## src/rtl/binary2excess3_pkg.sv

```systemverilog
// Shared constants, digit result payload and the single-digit BCD to excess-3 conversion.
package binary2excess3_pkg;

  localparam int unsigned DIGIT_W = 4;
  localparam logic [DIGIT_W-1:0] EXCESS3_OFFSET = 4'd3;
  localparam logic [DIGIT_W-1:0] BCD_MAX = 4'd9;

  typedef struct packed {
    logic [DIGIT_W-1:0] code;
    logic               err;
  } digit_res_t;

  // Code wraps modulo 16 so non-BCD digits still yield a defined value.
  function automatic digit_res_t to_excess3(input logic [DIGIT_W-1:0] d);
    digit_res_t r;
    r.code = d + EXCESS3_OFFSET;
    r.err  = (d > BCD_MAX);
    return r;
  endfunction

endpackage

```

## src/rtl/excess3_digit.sv

```systemverilog
// Combinational conversion of one 4-bit digit to excess-3, with out-of-range flag.
module excess3_digit
  import binary2excess3_pkg::*;
(
  input  logic [DIGIT_W-1:0] digit,
  output logic [DIGIT_W-1:0] code_c,
  output logic               err_c
);

  digit_res_t res;

  always_comb begin
    res    = to_excess3(digit);
    code_c = res.code;
    err_c  = res.err;
  end

endmodule

```

## src/rtl/binary2excess3.sv

```systemverilog
// Parallel multi-digit BCD to excess-3 converter with one-cycle registered output.
module binary2excess3
  import binary2excess3_pkg::*;
#(
  parameter int unsigned DIGITS = 1
) (
  input  logic                      clk,
  input  logic                      rst_n,
  input  logic [DIGITS*DIGIT_W-1:0] binary_in,
  output logic [DIGITS*DIGIT_W-1:0] excess3_out,
  input  logic                      in_valid,
  output logic                      out_valid,
  output logic [DIGITS-1:0]         digit_err
);

  localparam int unsigned W = DIGITS * DIGIT_W;
  localparam logic [DIGIT_W-1:0] RESET_CODE = EXCESS3_OFFSET;

  logic [W-1:0]      code_c;
  logic [DIGITS-1:0] err_c;

  // Digits convert independently; no carry crosses a digit boundary.
  for (genvar k = 0; k < DIGITS; k++) begin : g_digit
    excess3_digit u_digit (
      .digit  (binary_in[k*DIGIT_W +: DIGIT_W]),
      .code_c (code_c[k*DIGIT_W +: DIGIT_W]),
      .err_c  (err_c[k])
    );
  end

  // Output registers: data and flags load only on accepted input, valid pulses one cycle.
  always_ff @(posedge clk or negedge rst_n) begin
    if (!rst_n) begin
      excess3_out <= {DIGITS{RESET_CODE}};
      digit_err   <= '0;
      out_valid   <= 1'b0;
    end else begin
      out_valid <= in_valid;
      if (in_valid) begin
        excess3_out <= code_c;
        digit_err   <= err_c;
      end
    end
  end

endmodule

```

## config.mk

```make
export PLATFORM = sky130hd
export DESIGN_NAME = binary2excess3
export DESIGN_NICKNAME = d
export VERILOG_FILES = /design/src/rtl/binary2excess3_pkg.sv /design/src/rtl/excess3_digit.sv /design/src/rtl/binary2excess3.sv
export SDC_FILE = /design/constraint.sdc
export NUM_CORES = 1
export LEC_CHECK = 0
export CORE_AREA = 10 10 47 49
export CTS_CLUSTER_SIZE = 24
export DETAILED_ROUTE_END_ITERATION = 7
export DIE_AREA = 0 0 57 59
export MAX_ROUTING_LAYER = met4
export SYNTH_ARGS = -nofsm -noshare
export SYNTH_HDL_FRONTEND = slang
export SYNTH_SLANG_ARGS = --single-unit
```

## constraint.sdc

```tcl
create_clock -name clk -period 0.8 [get_ports clk]
set_input_delay 0.08 -clock clk [delete_from_list [all_inputs] [get_ports clk]]
set_output_delay 0.08 -clock clk [all_outputs]
set_load 0.05 [all_outputs]
```

* Word-level counts from Yosys, hierarchy flattened *
Cells that the tools add are included.

word-level totals
  register bits after elaboration = 6
  input port bits = 7
  output and inout port bits = 6

cells by class
  add/sub/neg operators = 1
  $lt $le $gt $ge = 1

operators by type and width
  kind                 count
  $add 4x2->4 const B  1
  $gt 4x4->1 const B   1

* Logic depth before layout (Yosys ltp) *
  word-level depth = 1
  mapped depth = 5
  mapped depth without buffers = 5

* Hierarchy *
From an unflattened synthesis, not the netlist that was laid out.

unflattened totals
  cells, all modules = 21
  area, all modules = 282.8 um^2

by module, submodules not included
  module          times used  cells each  area an instance (um^2)  seq. area each (um^2)
  binary2excess3  1           11          209.0                    152.6
  excess3_digit   1           10          73.8                     0.0

* Worst setup path before layout *
OpenSTA, ideal clock, no wires.

  kind = register to register
  start point = register, netlist name excess3_out[2]
  end point = register excess3_out[2]
  library setup time = 0.125 ns
  arrival time = 0.869 ns
  required time = 0.675 ns
  slack = -0.194 ns
  stages on the path, launching flop included = 2
  path buffers = 0
  path through = dfrtp_1 mux2_4

RTL lines
  item                  RTL line              text
  end signal, assigned  binary2excess3.sv:34  excess3_out <= {DIGITS{RESET_CODE}};
  end signal, assigned  binary2excess3.sv:40  excess3_out <= code_c;
  end, declared         binary2excess3.sv:10  output logic [DIGITS*DIGIT_W-1:0] excess3_out,

* Final worst setup path *
  start point = register excess3_out[1]
  end point = output port excess3_out[1]

No word-level cell between the ends.

==> impl_metrics.env <==
export IMPL_status="finished with violations"
export IMPL_violations="negative setup slack"
export IMPL_pin_count=13
export IMPL_synth_top_area_share_pct=35.1
export IMPL_cts_buffers=3
export IMPL_yosysTopAreaCell="dfrtp_1"
export IMPL_synth_compound_area_share_pct=7.89
export IMPL_drive_gt1_share_pct=58.3
export IMPL_first_pass_iters=1
export IMPL_end_kind="primary output"
export IMPL_htreeDepth=1
export IMPL_diodes=0
export IMPL_antenna_found_initial=0
export IMPL_setup_viol_count_final=9
export IMPL_yosysWarnings=0
export IMPL_initial_core_util_pct=20.4
export IMPL_route_vias_total=247
export IMPL_wire_per_inst_um=11.1
export IMPL_die_width_um=57
export IMPL_io_buffers=12
export IMPL_syn_num_nets=33
export IMPL_synth_common_cells="4 x dfrtp_1, 4 x inv_1"
export IMPL_irDropWorstVdd_uv=605
export IMPL_relSlewSlack_pct=80.3
export IMPL_start_kind="flip-flop"
export IMPL_hold_class="input pin to asynchronous set/reset pin"
export IMPL_synthXorXnorAreaFrac_pct=6.14
export IMPL_clockRootBuffer="clkbuf_4"
export IMPL_finish_utilization_pct=41.9
export IMPL_syn_inst=24
export IMPL_critPathBufInv=1
export IMPL_grtUsageTotal_pct=4.80
export IMPL_synth_async_sr_flop_share_pct=100
export IMPL_cellLeakagePower_nw=0.280
export IMPL_yosysSeqAreaShare_pct=53.5
export IMPL_synth_top_family_by_area="multiplexers"
export IMPL_maxSlewViolCount=0
export IMPL_crit_chain="buf_12"
export IMPL_crit_fanout=2
export IMPL_cp_required_ps=720
export IMPL_slowest_stage="dfstp_2"
export IMPL_syn_area_per_cell_um2=11.9
export IMPL_grt_remaining_overflow=0
export IMPL_cts_hold_buf=0
export IMPL_synth_edf_count=0
export IMPL_clk_pin_slew_worst_paths_ps=60
export IMPL_area_delta_synth_final_pct=106
export IMPL_die_area_um2=3360
export IMPL_grt_pass1_wl_um=1160
export IMPL_clock_sinks=6
export IMPL_cpPeakStageDelay_ps=550
export IMPL_tns_ps=-1180
export IMPL_synthDistinctLibCells=13
export IMPL_synth_fa_ha_area_share_pct=8.77
export IMPL_vias_per_cell=3.86
export IMPL_rows=14
export IMPL_clock_fmax_mhz=991
export IMPL_p_per_area_nw_per_um2=1980
export IMPL_grt_start_max_net_pins=7
export IMPL_crit_arrival_ps=930
export IMPL_drt_iter0_markers=0
export IMPL_gp_congestion=0.709
export IMPL_tritoncts="yes"
export IMPL_synthMuxAreaShare_pct=14.0
export IMPL_crit_type="flip-flop to primary output"
export IMPL_period_share_pct=126
export IMPL_clockBufferDepth=2
export IMPL_cp_top_family="flip-flops"
export IMPL_synth_area_leaders="dfrtp_1 35%, dfstp_2 18%, mux2_4 11%"
export IMPL_clock_latency_ps=250
export IMPL_rsz0062_at_grt="yes"
export IMPL_synth_simple_gate_area_share_pct=2.63
export IMPL_core_um2=1400
export IMPL_synth_flop_cell="dfrtp_1"
export IMPL_nets=58
export IMPL_fin_crit_ps=1010
export IMPL_final_hold_violation_count=0
export IMPL_drc=0
export IMPL_grt_pass1_vias=256
export IMPL_fin_ws_ps=-209
export IMPL_tightest_slew_ps=295
export IMPL_hpwlAfterDp_um=540
export IMPL_routed_wl_um=708
export IMPL_yosys_register_bits=6
export IMPL_max_cap_violations=0
export IMPL_finClkSkew_ps=0
export IMPL_synth_area_um2=285
export IMPL_ant_nets=0
export IMPL_die_h_um=59
export IMPL_power_mw=1.16
-- logic make-up after synthesis --
group | count (synthesis)
AOI/OAI and AO/OA | 4
xor gates and xnor gates | 2
adders and majority gates | 2
buffers and inverters | 5
DFF | 6
muxes | 3
and+or+nand+nor | 2
-- sequential cells by signal, summed over array words and instances, names as in the netlist --
signal and cells:
digit_err 1, excess3_out 4, out_valid 1
-- routing by layer --
metal	wire length, µm	up-vias	global-route usage (%)
met5	0	-	-
met4	4	0	5.03
met3	60	2	2.58
met2	329	10	6.51
met1	313	110	4.65
li1	-	125	-
-- power breakdown --
part           internal [mW]  switching (mW)  total [mW]
clock                  0.190           0.128       0.318
combinational          0.254           0.204       0.458
sequential             0.353          0.0338       0.386
-- through the flow --
step | setup WS (ps) | hold slack [ps] | instances | cell area, µm²
floorplan | -118 | -216 | 24 | 289
global placement | -531 | 337 | 56 | 522
detailed placement | -542 | 347 | 56 | 522
CTS | -219 | 75.9 | 62 | 564
global route | -239 | 86.6 | 64 | 587
finish | -209 | 76.2 | 64 | 587
-- final cells by class --
| cell class | count | area (µm²) |
|---|---|---|
| Timing Repair Buffer | 21 | 254 |
| Multi-Input combinational cell | 13 | 115 |
| Inverter | 4 | 15.0 |
| Tap cell | 16 | 20.0 |
| Sequential cell | 6 | 156 |
| Fill cell | 143 | 815 |
| Clock buffer | 4 | 26.3 |
-- repair_timing --
item,4_1_cts,5_1_grt
pin swaps,0,0
gates cloned,0,0
hold endpoints to repair,0,0
resized for setup,7,3
endpoints found under the setup margin,11,9
setup buffers,2,2
-- cell usage in the layout (no fill, tap or decap), drive strengths merged, types with 4 or more instances in the layout --
master / n
dlygate4sd2: 4
dfrtp: 4
clkbuf: 4
buf: 15
inv: 4
-- final timing paths --
check | from | endpoint | slack, ps | cells after the start
min in group clk | binary_in[2] | digit_err | 320 | 3
setup / recovery | excess3_out[1] | excess3_out[1] | -210 | 1
hold reg to reg | digit_err | digit_err | 560 | 2
setup reg to reg | excess3_out[0] | excess3_out[0] | -130 | 3
max in group asynchronous | rst_n | excess3_out[0] | 430 | 1
hold / removal | rst_n | digit_err | 80 | 1
Power figures use the tool's default switching activity.
